`config.mk`:
```
export PLATFORM = sky130hd
export DESIGN_NAME = blink_edge_counter
export DESIGN_NICKNAME = d
export VERILOG_FILES = /design/src/rtl/blink_cnt_pkg.sv /design/src/rtl/seg7_decoder.sv /design/src/rtl/blink_edge_counter.sv
export SDC_FILE = /design/constraint.sdc
export NUM_CORES = 1
export LEC_CHECK = 0
export ABC_AREA = 0
export CORE_UTILIZATION = 44
export DETAILED_ROUTE_END_ITERATION = 6
export MAX_ROUTING_LAYER = met4
export PLACE_DENSITY_LB_ADDON = 0.3
export SLEW_MARGIN = 10
export SYNTH_ARGS = -nofsm -noshare
export SYNTH_HDL_FRONTEND = slang
export SYNTH_SLANG_ARGS = --single-unit
```
`constraint.sdc`:
```
create_clock -name clk -period 1.7 [get_ports clk]
set_input_delay 0.425 -clock clk [delete_from_list [all_inputs] [get_ports clk]]
set_output_delay 0.425 -clock clk [all_outputs]
set_load 0.1 [all_outputs]
```
`src/rtl/blink_cnt_pkg.sv`:
```
// Shared types, constants and helpers for the blink edge counter.
// Holds BCD/segment types, the digit-to-segment table (active-high) and a BCD increment.
// No ports; imported by blink_edge_counter and seg7_decoder.
package blink_cnt_pkg;

  typedef logic [3:0] bcd_t;
  typedef logic [6:0] seg7_t;   // {g,f,e,d,c,b,a}

  localparam seg7_t SEG_BLANK = 7'h00;

  // Active-high segment codes, index = digit 0..9.
  localparam logic [9:0][6:0] SEG_TABLE = {
    7'h6F,  // 9
    7'h7F,  // 8
    7'h07,  // 7
    7'h7D,  // 6
    7'h6D,  // 5
    7'h66,  // 4
    7'h4F,  // 3
    7'h5B,  // 2
    7'h06,  // 1
    7'h3F   // 0
  };

  typedef struct packed {
    logic carry;
    bcd_t digit;
  } bcd_inc_t;

  // Next BCD digit; 9 (or anything illegal above it) rolls to 0 with carry.
  function automatic bcd_inc_t bcd_inc(input bcd_t d);
    bcd_inc_t r;
    if (d >= 4'd9) begin
      r.carry = 1'b1;
      r.digit = 4'd0;
    end else begin
      r.carry = 1'b0;
      r.digit = d + 4'd1;
    end
    return r;
  endfunction

  // Active-high segment pattern; codes 10..15 show blank.
  function automatic seg7_t seg7_encode(input bcd_t d);
    seg7_t s;
    if (d <= 4'd9) s = SEG_TABLE[d];
    else           s = SEG_BLANK;
    return s;
  endfunction

endpackage

```
`src/rtl/seg7_decoder.sv`:
```
// Registered BCD to 7-segment decoder with selectable output polarity.
// Latency: 1 cycle from digit_i to seg_o. No backpressure.
// Ports: clk, rst_n (async active-low), digit_i (BCD), seg_o ({g,f,e,d,c,b,a}; resets to "0").
module seg7_decoder
  import blink_cnt_pkg::*;
#(
  parameter int ACTIVE_LOW = 1
) (
  input  logic  clk,
  input  logic  rst_n,
  input  bcd_t  digit_i,
  output seg7_t seg_o
);

  localparam seg7_t ZERO_HI  = SEG_TABLE[0];
  localparam seg7_t RST_SEG  = (ACTIVE_LOW != 0) ? ~ZERO_HI : ZERO_HI;

  seg7_t seg_d, seg_q;

  always_comb begin
    seg_d = seg7_encode(digit_i);
    if (ACTIVE_LOW != 0) seg_d = ~seg_d;
  end

  always_ff @(posedge clk or negedge rst_n) begin
    if (!rst_n) seg_q <= RST_SEG;
    else        seg_q <= seg_d;
  end

  assign seg_o = seg_q;

endmodule

```
`src/rtl/blink_edge_counter.sv`:
```
// Synchronizes and glitch-filters a blink level, counts its rising edges in 2-digit BCD.
// Latency: edge_pulse/count visible FILTER_CYCLES+3 edges after blink_in rises; segments +1.
// Ports: clk, rst_n, blink_in (async), en, clr -> ones, tens, edge_pulse, wrap_pulse, seg_ones, seg_tens.
// Macro BLINKCNT_SEG7_EN: when defined, seg_* carry registered decoded digits; else all-off.
module blink_edge_counter
  import blink_cnt_pkg::*;
#(
  parameter int FILTER_CYCLES  = 4,
  parameter int MAX_COUNT      = 99,
  parameter int SEG_ACTIVE_LOW = 1
) (
  input  logic       clk,
  input  logic       rst_n,
  input  logic       blink_in,
  input  logic       en,
  input  logic       clr,
  output logic [3:0] ones,
  output logic [3:0] tens,
  output logic       edge_pulse,
  output logic       wrap_pulse,
  output logic [6:0] seg_ones,
  output logic [6:0] seg_tens
);

  if (MAX_COUNT < 1 || MAX_COUNT > 99) begin : g_bad_max
    $error("MAX_COUNT must be in 1..99");
  end
  if (FILTER_CYCLES < 1 || FILTER_CYCLES > 255) begin : g_bad_filt
    $error("FILTER_CYCLES must be in 1..255");
  end

  localparam bcd_t       MAX_TENS  = bcd_t'(MAX_COUNT / 10);
  localparam bcd_t       MAX_ONES  = bcd_t'(MAX_COUNT % 10);
  localparam logic [7:0] FCNT_LAST = 8'(FILTER_CYCLES - 1);

  logic       s1_q, s2_q;
  logic       filt_q, filt_d;
  logic       filt_prev_q;
  logic [7:0] fcnt_q, fcnt_d;
  logic       edge_det;
  logic       edge_q;
  logic       wrap_q, wrap_d;
  bcd_t       ones_q, ones_d;
  bcd_t       tens_q, tens_d;
  bcd_inc_t   ones_inc, tens_inc;

  // Filter: a new level must be seen on FILTER_CYCLES consecutive edges.
  always_comb begin
    filt_d = filt_q;
    fcnt_d = 8'd0;
    if (s2_q != filt_q) begin
      if (fcnt_q == FCNT_LAST) begin
        filt_d = s2_q;
      end else begin
        fcnt_d = fcnt_q + 8'd1;
      end
    end
  end

  assign edge_det = filt_q & ~filt_prev_q;

  // BCD counter; clr wins over a coincident edge.
  always_comb begin
    ones_d   = ones_q;
    tens_d   = tens_q;
    wrap_d   = 1'b0;
    ones_inc = bcd_inc(ones_q);
    tens_inc = bcd_inc(tens_q);
    if (clr) begin
      ones_d = 4'd0;
      tens_d = 4'd0;
    end else if (edge_det && en) begin
      if (tens_q == MAX_TENS && ones_q == MAX_ONES) begin
        ones_d = 4'd0;
        tens_d = 4'd0;
        wrap_d = 1'b1;
      end else begin
        ones_d = ones_inc.digit;
        if (ones_inc.carry) tens_d = tens_inc.digit;
      end
    end
  end

  always_ff @(posedge clk or negedge rst_n) begin
    if (!rst_n) begin
      s1_q        <= 1'b0;
      s2_q        <= 1'b0;
      filt_q      <= 1'b0;
      filt_prev_q <= 1'b0;
      fcnt_q      <= 8'd0;
      edge_q      <= 1'b0;
      wrap_q      <= 1'b0;
      ones_q      <= 4'd0;
      tens_q      <= 4'd0;
    end else begin
      s1_q        <= blink_in;
      s2_q        <= s1_q;
      filt_q      <= filt_d;
      filt_prev_q <= filt_q;
      fcnt_q      <= fcnt_d;
      edge_q      <= edge_det;
      wrap_q      <= wrap_d;
      ones_q      <= ones_d;
      tens_q      <= tens_d;
    end
  end

  assign ones       = ones_q;
  assign tens       = tens_q;
  assign edge_pulse = edge_q;
  assign wrap_pulse = wrap_q;

`ifdef BLINKCNT_SEG7_EN
  seg7_decoder #(.ACTIVE_LOW(SEG_ACTIVE_LOW)) u_seg_ones (
    .clk     (clk),
    .rst_n   (rst_n),
    .digit_i (ones_q),
    .seg_o   (seg_ones)
  );
  seg7_decoder #(.ACTIVE_LOW(SEG_ACTIVE_LOW)) u_seg_tens (
    .clk     (clk),
    .rst_n   (rst_n),
    .digit_i (tens_q),
    .seg_o   (seg_tens)
  );
`else
  assign seg_ones = (SEG_ACTIVE_LOW != 0) ? 7'h7F : 7'h00;
  assign seg_tens = (SEG_ACTIVE_LOW != 0) ? 7'h7F : 7'h00;
`endif

endmodule

```
# --- After elaboration in Yosys (flattened, before gate mapping) ---
# Index checks and enable logic that the tools add are counted.
classes:
  add_sub_neg: 3
  magnitude_cmp: 2
  n_eq_ne: 4
  mux: 14
  bitwise: 2
  reduce_logical: 6
ops:
  columns: ["op", "count"]
  rows:
  - ["$mux 4", 8]
  - ["$mux 8", 2]
  - ["$add 4x1->4 const B", 2]
  - ["$add 8x1->8 const B", 1]
  - ["$eq 4x4->1 const B", 2]
  - ["$eq 8x2->1 const B", 1]
  - ["$ge 4x4->1 const B", 2]
  - ["$mux 5", 1]
  - ["$reduce_and 2->1", 2]
  - ["$mux 1", 3]
  - ["$reduce_bool 3->1", 1]
  - ["$logic_and 1x1->1", 2]
  - ["$reduce_bool 2->1", 1]
  - ["$and 1x1->1", 1]
  - ["$ne 1x1->1", 1]
  - ["$not 1->1", 1]
word_totals:
  regBits: 22
  inputBits: 5
  output_inout_bits: 24
  elab_cells: 40

# --- Logic depth before layout (Yosys ltp) ---
depth:
  ltp_word: 6
  ltp_mapped: 5

# --- Least setup slack after synthesis ---
# OpenSTA, ideal clock, no wires.
synth_path:
  path_type: "flip-flop to flip-flop"
  startpoint: "register ones_q[1] (netlist: ones[1])"
  endpoint: "register tens_q[1] (netlist: tens[1])"
  setup_ns: 0.128
  arrival_ns: 2.305
  required_ns: 1.572
  path_slack_ns: -0.733
  stages_incl_launch_ff: 6
  path_buffers: 0
  synth_period_minus_slack_ns: 2.433
  cell_sequence: "dfrtp_1 > inv_1 > ha_1 > or3b_1 > a31o_2 > mux2_1"
synth_via:
  elab_chain_len: 5
  elab_cells_between_ends: 9
synth_lines:
  columns: ["item", "line_no", "source"]
  rows:
  - ["start: declaration", "blink_edge_counter.sv:43", "bcd_t ones_q, ones_d;"]
  - ["start signal: assignment", "blink_edge_counter.sv:103", "ones_q <= ones_d;"]
  - ["parallel branches: the longest is 5 deep, another holds $ge 4x4->1", null, null]
  - ["end signal: assignment", "blink_edge_counter.sv:104", "tens_q <= tens_d;"]
  - ["end: declaration", "blink_edge_counter.sv:44", "bcd_t tens_q, tens_d;"]
# Several ways; the timed one is not identified. The select of a mux whose other input is x is not followed.
# A chain may end at the register's enable or synchronous reset.

# --- Worst setup path in the final report ---
layout_path:
  startpoint: "register ones_q[0] (netlist: ones[0])"
  endpoint: "register tens_q[1] (netlist: tens[1])"
# Same word-level chain as after synthesis.

==> summary.txt <==
Synth
  – Post-synth EDFFs: 0
  – Netlist cell types: 36
  – Mean Syn Cell Area: 10.4 µm²
  – Synth Instances: 120
  – Number of synthesis warnings: 0
  – Fraction of registers with async set/reset: 1.00
  – Count leader, synth: dfrtp_1
  – Area of the mapped netlist: 0.00124 mm²
  – Largest area contributor in the netlist: dfrtp_1
  – Share of the synthesized area in the top cell type: 0.443
  – Main area contributors after synthesis: dfrtp_1, buf_4, ha_1
  – Post-synthesis register bit count: 22
  – Sequential-to-total area share from yosys stat: 0.443
  – Top FF cell, synth: dfrtp_1
  – Synth cell count leaders: dfrtp_1, buf_4, a21oi_1, inv_1

Detailed routing
  – Initial DRC Count: 14
  – DRC viols: 0
  – Detailed Route WL: 2670 µm
  – Pre-Repair DR Iteration Count: 4
  – Remaining antenna violation count: 0
  – Detailed-route wire length per cell: 14.6 µm
  – Routed vias/inst: 5.15
  – Vias: 937

Flow run
  – MaxCap Viol Count: 0

Timing
  – Tmin final: 1.77 ns
  – Slew Viols, Final: 0
  – Final hold viol count: 0
  – Tcrit/Tclk final: 1.04
  – Peak Freq: 563 MHz
  – RSZ-0062 raised after global routing: yes
  – Clock Skews: 0.00406 ns
  – Final setup viols: 9
  – Post-route worst setup slack: -0.0749 ns

Layout
  – Final instance area: 0.00174 mm²
  – Final cell count without fillers: 182
  – Antenna cells: 0
  – Fraction of layout cells with a size suffix above 1: 0.382
  – NumNets Final: 165
  – Synth-to-Final Area Change: 40.2%

Pwr
  – PwrDens: 1250 mW/mm²
  – Maximum vdd ir drop: 0.00120 V
  – Pleak: 0.000764 µW

Global route
  – Initial antenna violation count: 0
  – Largest net degree at the start of global routing: 23
  – First-pass GRT wire length: 3930 µm
  – Number of global-route vias before repair: 874
  – Remaining Overflow, GRT: 0
  – Total GRT Usage: 0.188

Placement
  – GP Congestion: 0.833
  – Worst slack, placed: -0.0740 ns
  – HPWL after DPL: 1850 µm
  – Inst Count DP: 176
  – Port bufs: 14
  – Placed Area: 0.00163 mm²

Clock tree
  – CTS clk-pin slew, worst paths: 0.13 ns
  – TritonCTS clock tree: yes
  – Htree depth: 1
  – Clock Latency Late Sink: 0.31 ns
  – Clk buf depth: 2
  – CTS Buf Count: 3
  – Sink Count: 22
  – # hold bufs at CTS: 0
  – CTS Root Cell: clkbuf_4

Setup path
  – RR Startpoint: ones[0]$_DFFE_PN0P_
  – Critical Path Source Type: flip-flop
  – Worst R2R Path Depth: 5
  – Crit-path cells: inv_4 -> ha_4 -> or3b_4 -> a31o_4 -> mux2_4
  – Worst setup path startpoint: ones[0]$_DFFE_PN0P_
  – Crit path capture type: flip-flop
  – Reg2reg setup slack: -0.07 ns
  – Slowest Stage Delay on Critical Path: 0.54 ns
  – Crit Path Max Fanout: 4
  – Worst Path Required: 1.90 ns
  – Crit path to: tens[1]$_DFFE_PN0P_
  – CP arrival: 1.98 ns
  – Reg2reg end: tens[1]$_DFFE_PN0P_
  – Worst-path cell with the longest stage delay: dfrtp_4
  – Critical path type: reg2reg

Die
  – Die ar.: 0.00304 mm²
  – Initial Util: 0.484
  – CORE AREA: 0.00257 mm²
  – # IOs: 29
  – Overall die height: 55.2 µm
  – Site row count: 18
  – Chip Width: 55.2 µm

Hold path
  – Hold Crit Start: s1_q$_DFF_PN0_
  – Worst Hold Class: reg2reg

Run status
  – Outcome: finished, violations left
  – Failing checks: setup timing
==> worst min-delay path by stage <==
| stage | end | cells after the start |
|---|---|---|
| 4_1_cts | s2_q$_DFF_PN0_ | 0 |
| 5_1_grt | s2_q$_DFF_PN0_ | 0 |
| 6_report | s2_q$_DFF_PN0_ | 0 |
| 3_3_place_gp | s2_q$_DFF_PN0_ | 0 |
| 3_5_place_dp | s2_q$_DFF_PN0_ | 0 |
| 2_1_floorplan | edge_pulse$_DFF_PN0_ | 0 |
==> placed cells by master, fill, tap and decap left out, drive strengths merged <==
cell,instances
a211o,1
a211oi,1
a21o,1
a21oi,8
a22oi,1
a31o,1
a32o,1
and3,1
and3b,1
buf,27
bufinv,1
clkbuf,3
clkdlybuf4s50,4
conb,14
dfrtp,22
ha,7
inv,8
mux2,2
mux2i,1
nand2,4
nand3,3
nand3b,2
nand4,4
nor2,7
nor2b,4
nor3b,2
nor4,1
nor4b,1
o2111ai,1
o211ai,2
o21ai,4
o31ai,1
o41ai,1
or3,3
or3b,2
or4b,1
xnor2,1
xor2,3
==> power by group <==
part / internal, µW / switching [µW] / total [µW] / leakage (µW)
registers: 616 / 100 / 716 / 0.000283
clock network: 238 / 166 / 404 / 0.0000279
logic: 414 / 639 / 1050 / 0.000453
total: 1270 / 904 / 2170 / 0.000764
==> sequential cells by signal, summed over array words and instances (netlist names) <==
signal and count:
ones 4, s1_q 1, tens 4, filt_q 1, wrap_pulse 1, s2_q 1
edge_pulse 1, fcnt_q 8, filt_prev_q 1
==> worst max-delay path, delay by kind of cell, from the launching register on <==
family,cells,cell delay (ns)
muxes,1,0.29
buffers and inverters,1,0.08
adders and majority gates,1,0.12
AOI/OAI and AO/OA,1,0.27
DFF,1,0.54
and+or+nand+nor,1,0.38
==> stage by stage <==
stage / util / TNS, ns / hold slack (ns) / total power (µW)
floorplan: - / -0.442 / 0.129 / 1380
global placement: 0.635 / -0.0559 / 0.334 / 1670
detailed placement: 0.635 / -0.160 / 0.354 / 1700
CTS: 0.662 / -0.207 / 0.383 / 2130
global route: 0.679 / -0.915 / 0.396 / 2280
finish: 0.679 / -0.290 / 0.384 / 2170
==> what timing repair did <==
action | in CTS | in global routing
setup buffers | 1 | 1
gates resized for setup | 2 | 9
pin swaps | 2 | 4
gates cloned | 0 | 0
endpoints found under the setup margin | 4 | 11
==> routing by layer <==
metal / wire length (µm) / share of wire / vias to the layer above / global-route usage
li1: - / - / 458 / -
met1: 1200 / 0.45 / 449 / 0.248
met2: 1350 / 0.51 / 30 / 0.303
met3: 110 / 0.041 / 0 / 0.0273
met4: 0 / 0 / 0 / 0.0458
met5: 0 / 0 / - / -
==> cell families after synthesis <==
| logic type | Yosys count | synth area share |
|---|---|---|
| flip-flops | 22 | 0.443 |
| AO/OA/AOI/OAI | 23 | 0.136 |
| other | 1 | 0.00302 |
| XOR/XNOR | 4 | 0.0282 |
| multiplexers | 3 | 0.0262 |
| AND/OR/NAND/NOR | 36 | 0.179 |
| buffers and inverters | 24 | 0.115 |
| adder cells (fa/ha/maj) | 7 | 0.0704 |
==> final cells by class <==
type,count,area (µm²)
clock buffer,3,22.5
timing repair buffer,31,368
clock inverter,1,30.0
inverter,8,35.0
sequential,22,568
multi-input combinational,87,683
fill,197,823
tap,30,37.5
Note: power is estimated with default switching activity, not from simulation.
